==> config.mk <==
export PLATFORM = sky130hd
export DESIGN_NAME = tt_um_seq_unsigned_divider
export DESIGN_NICKNAME = d
export VERILOG_FILES = /design/src/rtl/div_pkg.sv /design/src/rtl/div_restore_step.sv /design/src/rtl/tt_um_seq_unsigned_divider.sv
export SDC_FILE = /design/constraint.sdc
export NUM_CORES = 1
export LEC_CHECK = 0
export CORE_MARGIN = 8
export CORE_UTILIZATION = 58
export CTS_CLUSTER_DIAMETER = 120
export CTS_CLUSTER_SIZE = 16
export DETAILED_ROUTE_END_ITERATION = 12
export PLACE_DENSITY = 0.89
export SKIP_LAST_GASP = 1
export SYNTH_ARGS = -nofsm -noshare
export SYNTH_HDL_FRONTEND = slang
export SYNTH_SLANG_ARGS = --single-unit
export TNS_END_PERCENT = 50
==> constraint.sdc <==
create_clock -name clk -period 5.2 [get_ports clk]
set_input_delay 0.78 -clock clk [delete_from_list [all_inputs] [get_ports clk]]
set_output_delay 0.78 -clock clk [all_outputs]
set_load 0.02 [all_outputs]
==> src/rtl/div_pkg.sv <==
// div_pkg: shared FSM state, step-counter sizing and parameter legality for the sequential divider.
package div_pkg;
    typedef enum logic [1:0] {IDLE, RUN, DONE} state_t;
    localparam int MAX_BPC = 2;
    function automatic int cnt_width(input int steps);
        return steps > 1 ? $clog2(steps) : 1;
    endfunction
    function automatic bit params_legal(input int width, input int bpc);
        return width >= 2 && bpc >= 1 && bpc <= MAX_BPC && width % bpc == 0;
    endfunction
endpackage

==> src/rtl/div_restore_step.sv <==
// div_restore_step: one combinational restoring-division step; shifts the next dividend bit into r.
module div_restore_step
    import div_pkg::*;
#(
    parameter int WIDTH = 8
) (
    input  logic [WIDTH-1:0] r_in,
    input  logic [WIDTH-1:0] q_in,
    input  logic [WIDTH-1:0] divisor,
    output logic [WIDTH-1:0] r_out,
    output logic [WIDTH-1:0] q_out
);
    logic [WIDTH:0] sh;
    logic [WIDTH:0] diff;
    logic           ge;
    always_comb begin
        sh    = {r_in, q_in[WIDTH-1]};
        diff  = sh - {1'b0, divisor};
        ge    = sh >= {1'b0, divisor};
        r_out = ge ? diff[WIDTH-1:0] : sh[WIDTH-1:0];
        q_out = {q_in[WIDTH-2:0], ge};
    end
endmodule

==> src/rtl/tt_um_seq_unsigned_divider.sv <==
// tt_um_seq_unsigned_divider: iterative restoring unsigned divider with start/done handshake.
module tt_um_seq_unsigned_divider
    import div_pkg::*;
#(
    parameter int WIDTH          = 8,
    parameter int BITS_PER_CYCLE = 1
) (
    input  logic             clk,
    input  logic             rst_n,
    input  logic             start,
    input  logic [WIDTH-1:0] dividend,
    input  logic [WIDTH-1:0] divisor,
    output logic             busy,
    output logic             done,
    output logic [WIDTH-1:0] quotient,
    output logic [WIDTH-1:0] remainder,
    output logic             div_by_zero
);
    localparam int             N    = WIDTH / BITS_PER_CYCLE;
    localparam int             CW   = cnt_width(N);
    localparam logic [CW-1:0]  LAST = CW'(N - 1);

    if (!params_legal(WIDTH, BITS_PER_CYCLE)) begin : g_bad_params
        $error("tt_um_seq_unsigned_divider: illegal WIDTH/BITS_PER_CYCLE");
    end

    state_t           state;
    logic [CW-1:0]    cnt;
    logic [WIDTH-1:0] part_rem, work_q, dvsr;
    logic [WIDTH-1:0] r1, q1, r_nxt, q_nxt;

    // work_q starts as the dividend; quotient bits fill in from the LSB as dividend bits leave the MSB
    div_restore_step #(.WIDTH(WIDTH)) u_step0 (
        .r_in(part_rem), .q_in(work_q), .divisor(dvsr), .r_out(r1), .q_out(q1)
    );
    if (BITS_PER_CYCLE == 2) begin : g_second
        div_restore_step #(.WIDTH(WIDTH)) u_step1 (
            .r_in(r1), .q_in(q1), .divisor(dvsr), .r_out(r_nxt), .q_out(q_nxt)
        );
    end else begin : g_single
        assign r_nxt = r1;
        assign q_nxt = q1;
    end

    always_ff @(posedge clk or negedge rst_n) begin
        if (!rst_n) begin
            state       <= IDLE;
            cnt         <= '0;
            part_rem    <= '0;
            work_q      <= '0;
            dvsr        <= '0;
            busy        <= 1'b0;
            done        <= 1'b0;
            quotient    <= '0;
            remainder   <= '0;
            div_by_zero <= 1'b0;
        end else begin
            done <= 1'b0;
            if (state == RUN) begin
                part_rem <= r_nxt;
                work_q   <= q_nxt;
                cnt      <= cnt + 1'b1;
                if (cnt == LAST) begin
                    state       <= DONE;
                    busy        <= 1'b0;
                    done        <= 1'b1;
                    quotient    <= q_nxt;
                    remainder   <= r_nxt;
                    div_by_zero <= 1'b0;
                end
            end else if (start) begin
                if (divisor == '0) begin
                    state       <= DONE;
                    done        <= 1'b1;
                    quotient    <= '1;
                    remainder   <= '1;
                    div_by_zero <= 1'b1;
                end else begin
                    state    <= RUN;
                    busy     <= 1'b1;
                    cnt      <= '0;
                    part_rem <= '0;
                    work_q   <= dividend;
                    dvsr     <= divisor;
                end
            end else begin
                state <= IDLE;
            end
        end
    end
endmodule

=== Word-level counts from Yosys, hierarchy flattened ===
Index checks and enable logic that the tools add are counted.

* Flip-flop bits (word level): 48
* Latch bits: 0
* Bits in writable memories: 0
* Memory bits (read-only): 0
* Bits of input ports: 19
* Output and inout port bits: 19
* Logic and storage cells: 57
* Memories kept: 0

* Add/sub/neg operators: 2
* Multiply operators: 0
* Divide/modulo/power cells: 0
* $lt $le $gt $ge: 1
* Equality and inequality tests: 4
* Shift-type cells: 0
* Mux-type cells: 31
* Bitwise operators: 2
* Reductions and logical operators: 7

{| class="wikitable"
|+ Operators by type and width
! kind !! count
|-
| two-way mux 8 bit || 13
|-
| two-way mux 1 bit || 11
|-
| >= comparator 9 x 8 -> 1 bit || 1
|-
| two-way mux 3 bit || 3
|-
| AND reduction 3 bit || 3
|-
| zero test 8 bit || 1
|-
| two-way mux 2 bit || 4
|-
| subtractor 8 bit || 1
|-
| nonzero test 2 bit || 2
|-
| adder 3 x 1 -> 3 bit (second input constant) || 1
|-
| equality test 3 bit (second input constant) || 1
|-
| equality test 2 x 1 -> 1 bit (second input constant) || 1
|-
| inequality test 2 x 1 -> 1 bit (second input constant) || 1
|-
| inequality test 2 bit (second input constant) || 1
|-
| inverter 1 bit || 2
|-
| AND reduction 2 bit || 1
|}

=== Longest topological paths before layout ===
* Word-level depth: 4
* Mapped depth: 9
* Mapped depth without buffers: 9

=== Cells and area by module ===
Synthesis repeated with hierarchy kept, for this count alone.

* Cells, all modules: 245
* Area, all modules: 2587.5 um2

{| class="wikitable"
|+ By module, submodules not included
! module !! times used !! cells an instance !! area each (um2) !! sequential area each (um2)
|-
| tt_um_seq_unsigned_divider || 1 || 169 || 1986.9 || 1201.2
|-
| div_restore_step || 1 || 76 || 600.6 || 0.0
|}

=== Worst setup path after synthesis ===
OpenSTA, ideal clock, no wires.

* Path type: reg-to-reg
* Start point: register work_q[7]
* End point: register remainder[6]
* Library setup time: 0.077 ns
* Arrival time: 2.036 ns
* Required time: 5.123 ns
* Path slack: 3.087 ns
* Stages on the path, launching flop included: 10
* Buffers on the path: 0
* Period minus slack after synthesis: 2.113 ns
* Cells stage by stage: dfrtp_1 inv_1 ha_1 inv_1 fa_1 a211o_1 a2111oi_0 a41oi_1 a22o_1 a21oi_1

* Word-level cells in the longest chain between the ends: 4
* Elaborated cells on any way between the ends: 5
* Classes of those cells: add/sub: 1; order compare: 1; mux: 3

{| class="wikitable"
|+ Ends and longest elaborated chain
! element !! line !! text
|-
| start: declaration || tt_um_seq_unsigned_divider.sv:29 || <nowiki>logic [WIDTH-1:0] part_rem, work_q, dvsr;</nowiki>
|-
| start signal: assignment || tt_um_seq_unsigned_divider.sv:61 || <nowiki>work_q <= q_nxt;</nowiki>
|-
| start signal: assignment || tt_um_seq_unsigned_divider.sv:83 || <nowiki>work_q <= dividend;</nowiki>
|-
| subtractor 8 bit / >= comparator 9 x 8 -> 1 bit (equally long branches) || div_restore_step.sv:18, div_restore_step.sv:19 ||
|-
| two-way mux 8 bit * || div_restore_step.sv:20 || <nowiki>r_out = ge ? diff[WIDTH-1:0] : sh[WIDTH-1:0];</nowiki>
|-
| two-way mux 8 bit * || tt_um_seq_unsigned_divider.sv:63 || <nowiki>if (cnt == LAST) begin</nowiki>
|-
| two-way mux 8 bit * || tt_um_seq_unsigned_divider.sv:59 || <nowiki>if (state == RUN) begin</nowiki>
|-
| end signal: assignment || tt_um_seq_unsigned_divider.sv:68 || <nowiki>remainder <= r_nxt;</nowiki>
|-
| end: declaration || tt_um_seq_unsigned_divider.sv:16 || <nowiki>output logic [WIDTH-1:0] remainder,</nowiki>
|}

Mark *: on every way between the ends. The rest lies on a longest branch, timed or not. The select of a mux whose other input is x is not followed.
A chain may end at the register's enable or synchronous reset.

=== Worst setup path after layout ===
* Start point: input port divisor[5]
* End point: register part_rem[7]

* Word-level cells in the longest chain between the ends: 3

{| class="wikitable"
|+ Ends and longest elaborated chain
! element !! line !! text
|-
| start: declaration || tt_um_seq_unsigned_divider.sv:12 || <nowiki>input logic [WIDTH-1:0] divisor,</nowiki>
|-
| zero test 8 bit || tt_um_seq_unsigned_divider.sv:72 || <nowiki>if (divisor == '0) begin</nowiki>
|-
| inequality test 2 bit (no line) || -- ||
|-
| AND reduction 2 bit (no line) || -- ||
|-
| end signal: assignment || tt_um_seq_unsigned_divider.sv:60 || <nowiki>part_rem <= r_nxt;</nowiki>
|-
| end: declaration || tt_um_seq_unsigned_divider.sv:29 ||
|}

No other way between the ends.

==> results.sh <==
export IMPL_status="finished, final reports clean"
export IMPL_top_layer="met4"
export IMPL_dr_wl_met2_mm=2.963
export IMPL_netlist_area_um2=2480
export IMPL_grt_pass1_vias=2070
export IMPL_period_needed_ns=2.643
export IMPL_clock_skew_ns=0.005732
export IMPL_cts_path_max_buffers=2
export IMPL_crit_top_cell="nand2_1"
export IMPL_cts_sinks=48
export IMPL_synth_edf_count=0
export IMPL_min_path_type="reg2reg"
export IMPL_synth_nets=269
export IMPL_post_cts_buffers=0
export IMPL_final_cell_mix="dfrtp_1 (48), clkdlybuf4s50_1 (36), nor2_1 (28), nand2_1 (18), inv_1 (11)"
export IMPL_worstMarginPinSlew_ns=1.038
export IMPL_antenna_found_initial=0
export IMPL_ys_seq_elements=48
export IMPL_drc=0
export IMPL_yosysSeqAreaShare_pct=48.44
export IMPL_wl_met3_um=370
export IMPL_drtAntennaViolNets=0
export IMPL_ys_async_sr_fraction_pct=100.0
export IMPL_num_vias=2070
export IMPL_grt_max_degree=49
export IMPL_num_rows=23
export IMPL_peakVddDrop_uv=401.0
export IMPL_slowest_delay_ns=0.84
export IMPL_die_x_um=81.39
export IMPL_wl_per_cell_um=18.32
export IMPL_viasPerCell=6.409
export IMPL_start_util_pct=61.12
export IMPL_drive_gt1_share_pct=11.36
export IMPL_grtUsageTotal_pct=18.86
export IMPL_hold_viol_final=0
export IMPL_end_kind="register"
export IMPL_cts_tree="built"
export IMPL_cts_root_buf="clkbuf_8"
export IMPL_ctsHtreeMaxLevel=2
export IMPL_worstPathRequired_ns=5.42
export IMPL_place_gp_congestion=0.9376
export IMPL_critPathTopFamily="compound AO/OA/AOI/OAI gates"
export IMPL_yosys_warnings=0
export IMPL_insertion_delay_ns=0.30
export IMPL_antenna_cells=0
export IMPL_drv_slew=0
export IMPL_first_iter_violations=205
export IMPL_r2r_slack_ns=2.78
export IMPL_fin_crit_sh_pct=50.83
export IMPL_timing_fmax_ghz=0.3783
export IMPL_path_buf_inv=1
export IMPL_wl_met1_mm=2.498
export IMPL_pin_count=38
export IMPL_cpMaxStageDelayCell="a21oi_1"
export IMPL_ctsResizeCount=0
export IMPL_synthDistinctLibCells=57
export IMPL_relSlewSlack_pct=30.79
export IMPL_final_common_cell="dfrtp_1"
export IMPL_synth_main_ff_cell="dfrtp_1"
export IMPL_grt_setup_unrepaired="false"
export IMPL_core_area_um2=4058
export IMPL_worst_ep_arrival_time_ns=2.86
export IMPL_path_cells="clkdlybuf4s50_1 -> nor4_1 -> nand2_1 -> a21oi_1 -> nand2_1 -> o211ai_2"
export IMPL_routed_wl_mm=5.916
export IMPL_path_class="in2reg"
export IMPL_place_hpwl_mm=4.080
export IMPL_portBuffers=37
export IMPL_critPathLaunchType="input pin"
export IMPL_first_pass_iters=4
export IMPL_cap_violations=0
export IMPL_cts_buffers=5
export IMPL_die_height_um=81.39
export IMPL_tns_ns=0
export IMPL_grt_first_pass_wirelength_mm=9.880
export IMPL_final_nets=302
export IMPL_synth_area_per_cell_um2=10.38
export IMPL_cts_hold_buf=0
export IMPL_netlist_instances=239
export IMPL_clk_pin_slew_ns=0.09
export IMPL_crit_fanout=12
export IMPL_grt_overflow_total=0
export IMPL_die_area_um2=6624
export IMPL_p_leak_nw=1.247
export IMPL_area_growth_pct=18.82
export IMPL_power_density_nw_per_um2=783.7
export IMPL_hold_ws_ns=0.4949
export IMPL_setup_viol=0
## final cells by class
cell class              count  area (um^2)
well taps                  50        62.56
flip-flops and latches     48         1201
clock inverters             2        13.76
inverters                  11        41.29
multi-input cells         168         1172
clock buffers               6        82.58
repair buffers             38        372.9
fillers                   277         1111
## power by group
group	switching [mW]	internal, mW
combinational	0.787	0.604
sequential	0.126	0.554
clock	0.129	0.109
total	1.04	1.27
## per-layer routing
layer  vias to the layer above  global-route usage [%]
li1                        957                       -
met1                      1029                   23.48
met2                        77                   30.95
met3                         7                   3.753
met4                         0                   8.393
met5                         -                       0
## worst reg2reg max path, cell delays in order (launching register included)
cell	delay, ns
dfrtp_1	0.41
inv_1	0.08
ha_1	0.17
inv_1	0.06
fa_1	0.40
a211o_1	0.33
a2111oi_0	0.42
a41oi_1	0.08
a22o_1	0.23
a21oi_1	0.15
## cells by family after synthesis
logic type               synth area share (%)
buffers and inverters                   4.289
adder cells (fa/ha/maj)                 5.853
multiplexers                            3.633
AND/OR/NAND/NOR                         14.58
AO/OA/AOI/OAI                           22.15
XOR/XNOR                                1.060
flip-flops                              48.44
## state kept, by name, indices dropped and copies added, names as in the netlist
name         flops
work_q           8
state            2
busy             1
dvsr             8
div_by_zero      1
part_rem         8
done             1
cnt              3
remainder        8
quotient         8
## cells in the mapped netlist, drive strengths merged, types with 2 or more instances
cell / n / area (um^2)
dfrtp: 48 / 1201
nor2: 28 / 105.1
nand2: 19 / 73.82
inv: 11 / 41.29
a21oi: 10 / 53.80
ha: 10 / 125.1
o21ai: 10 / 53.80
mux2: 8 / 90.09
o22a: 7 / 61.31
o22ai: 7 / 43.79
buf: 6 / 42.54
clkbuf: 6 / 22.52
nand3: 6 / 35.03
nand4: 5 / 31.28
nor3: 5 / 25.02
a21o: 4 / 37.53
a31oi: 4 / 25.02
o211ai: 4 / 35.03
a22o: 3 / 26.28
nor4: 3 / 18.77
a211o: 2 / 18.77
a211oi: 2 / 15.01
a311oi: 2 / 17.52
a41oi: 2 / 17.52
and2: 2 / 15.02
and3: 2 / 13.77
nand2b: 2 / 12.51
o221ai: 2 / 35.04
o31ai: 2 / 15.01
xnor2: 2 / 17.52
## path summary, 6_finish.rpt
path                                              start                        to  depth (start not counted)
worst min-delay path            quotient[3]$_DFFE_PN0P_   quotient[3]$_DFFE_PN0P_                          1
worst max-delay path                         divisor[5]   part_rem[7]$_DFFE_PN0P_                          6
max in group asynchronous                         rst_n      state[1]$_DFFE_PN0P_                          1
min in group asynchronous                         rst_n   quotient[6]$_DFFE_PN0P_                          1
worst min register to register  quotient[3]$_DFFE_PN0P_   quotient[3]$_DFFE_PN0P_                          1
worst max register to register    work_q[7]$_DFFE_PN0P_  remainder[6]$_DFFE_PN0P_                          9
## per-stage QoR
step                cell area [um^2]  util [%]  instances  worst slack [ns]  power [mW]
floorplan                       2480         -        239             3.087       1.687
global placement                2850     70.24        315             2.344       1.979
detailed placement              2850     70.24        315             2.282       2.041
CTS                             2947     72.62        323             2.587       2.291
global route                    2947     72.62        323             2.415       2.461
finish                          2947     72.62        323             2.557       2.309
Power figures use the tool's default switching activity.
==> variant, RTL diff (config.mk and constraints unchanged) <==
`WIDTH` is set to 8 in 2 places; all go to 6.
--- a/src/rtl/div_restore_step.sv
+++ b/src/rtl/div_restore_step.sv
@@ -4,3 +4,3 @@
 #(
-    parameter int WIDTH = 8
+    parameter int WIDTH = 6
 ) (
--- a/src/rtl/tt_um_seq_unsigned_divider.sv
+++ b/src/rtl/tt_um_seq_unsigned_divider.sv
@@ -4,3 +4,3 @@
 #(
-    parameter int WIDTH          = 8,
+    parameter int WIDTH          = 6,
     parameter int BITS_PER_CYCLE = 1
Ports: changed (resized dividend, divisor, quotient and remainder); port bits go from 38 to 30. No check against the original RTL was run, so the function may have changed too.
==> variant against the unedited design <==
  * Wire length shrank 25%
  * Synthesized cell count fell by 31%
  * Clock skew rose by 5.6 ps
  * Critical path depth is 1 lower
  * Fmax increased by 5.5%
  * Setup slack better by 140 ps
  * Sequential share of layout area grew 3.3 points
  * Sequential cell count down 10
  * Design area shrank 27%
  * Synthesized area fell by 28%
  * Power decreased by 29%
  * Largest cell class unchanged
  * Largest power group unchanged
==> variant: results (changes against the unedited design) <==
[cts]
clockRootBuffer = sky130_fd_sc_hd__clkbuf_4
cts.reportedPaths.clkPinSlew_ps = 110  ; +20 ps

[timing]
worst_clock_skew_ps = 11.3  ; +5.60 ps
timing.max_slew.rel_slack_pct = 38.8  ; +8.0 points

[finish]
n_fill_cell = 214  ; -23%
nets = 222  ; -26%
final_layout_size_suffix_gt1_share_pct = 8.08  ; -3.3 points

[placement]
place.gp.congestion = 0.889  ; -5.2%
post-dp-hpwl_mm = 3.06  ; -25%
placement.io_buffers = 29  ; -22%

[synthesis]
ys_types = 32  ; -44%
yosys-top-cells-area = sky130_fd_sc_hd__dfrtp_1 53%, sky130_fd_sc_hd__ha_1 6.3%, sky130_fd_sc_hd__o21ai_0 5.3%
syn-num-nets = 191  ; -29%
most_numerous_cell_types_in_the_synthesized_netlist = 38 x sky130_fd_sc_hd__dfrtp_1, 22 x sky130_fd_sc_hd__nand2_1, 19 x sky130_fd_sc_hd__o21ai_0, 11 x sky130_fd_sc_hd__nor2_1, 10 x sky130_fd_sc_hd__inv_1

[global_routing]
grt_pass1_wl_mm = 7.33  ; -26%
grt_pass1_vias = 1545  ; -25%
grt_max_degree = 39  ; -20%
grt_util_all_layers_pct = 18.7  ; -0.17 points

[drt]
routed_length_per_instance_um = 19.1  ; +4.4%
initialDrtViolationCount = 170  ; -17%
route.vias.total = 1411  ; -32%

[worst_setup_path]
critical_path.slowest_cell = sky130_fd_sc_hd__nor2_1
cpPeakStageDelay_ps = 690  ; -150 ps

[run_status]
status = finished clean

[power]
max_ir_drop_vdd_v = 0.000350  ; -13%
leakage_nw = 0.969  ; -22%

variant: cell types whose count changed after synthesis, sizes merged, moves of 4 or more:
cell	before	now
o22ai	7	3
mux2	8	1
o21ai	10	20
nand3	6	1
nor2	28	11
nor3	5	0
nand4	5	0
mux2i	0	9
o211ai	4	0
clkbuf	6	2
dfrtp	48	38
variant: path summary, 6_finish.rpt:
kind / startpoint / to / slack (ps) / cells past startpoint
max: divisor[1] / dvsr[0] / 2690 / 5
min: quotient[3] / quotient[3] / 500 / 1
max reg2reg: part_rem[3] / part_rem[0] / 2860 / 6
min reg2reg: quotient[3] / quotient[3] / 500 / 1
max in group asynchronous: rst_n / part_rem[0] / 4030 / 2
min in group asynchronous: rst_n / part_rem[3] / 840 / 2
variant: area by class of cell:
type	count	share of cell area, %
multi-input combinational	112	35.7
clock buffer	7	2.55
inverter	10	1.74
tap	33	1.91
clock inverter	1	0.232
timing repair buffer	30	13.8
sequential	38	44.1
variant: logic make-up (layout without fill, tap and decap cells):
group,count (synthesis),after routing,share of synthesized area (%)
AO/OA/AOI/OAI,49,49,17.7
flip-flops,38,38,53.1
AND/OR/NAND/NOR,38,38,9.71
buffers and inverters,16,48,3.98
adder cells (fa/ha/maj),10,10,7.40
multiplexers,10,10,5.66
XOR/XNOR,5,5,2.44
variant: routing by layer:
layer | vias up | global-route usage, % | routed length [µm] | share of wire (%)
met2 | 69 | 32.7 | 2340 | 53
met5 | - | 0 | 0 | 0
li1 | 641 | - | - | -
met4 | 0 | 8.84 | 85 | 1.9
met1 | 691 | 19.5 | 1640 | 37
met3 | 10 | 6.69 | 348 | 7.9
variant: through the flow:
| step | cells | cell area (µm²) | power (mW) | setup WS, ps |
|---|---|---|---|---|
| finish | 231 | 2160 | 1.63 | 2690 |
| global route | 231 | 2160 | 1.75 | 2550 |
| CTS | 231 | 2160 | 1.63 | 2700 |
| detailed placement | 223 | 2100 | 1.45 | 2320 |
| global placement | 223 | 2100 | 1.38 | 2400 |
| floorplan | 166 | 1790 | 1.16 | 3210 |
variant: power breakdown:
| part | internal (mW) | total [mW] | switching (mW) |
|---|---|---|---|
| clock | 0.0655 | 0.163 | 0.0975 |
| combinational | 0.389 | 0.924 | 0.534 |
| sequential | 0.448 | 0.547 | 0.0989 |
| total | 0.903 | 1.63 | 0.731 |
variant: critical path, delay by kind of cell:
kind,cells,cell delay [ps]
muxes,1,410
AOI/OAI and AO/OA,1,280
and+or+nand+nor,2,760
buffers and inverters,1,520
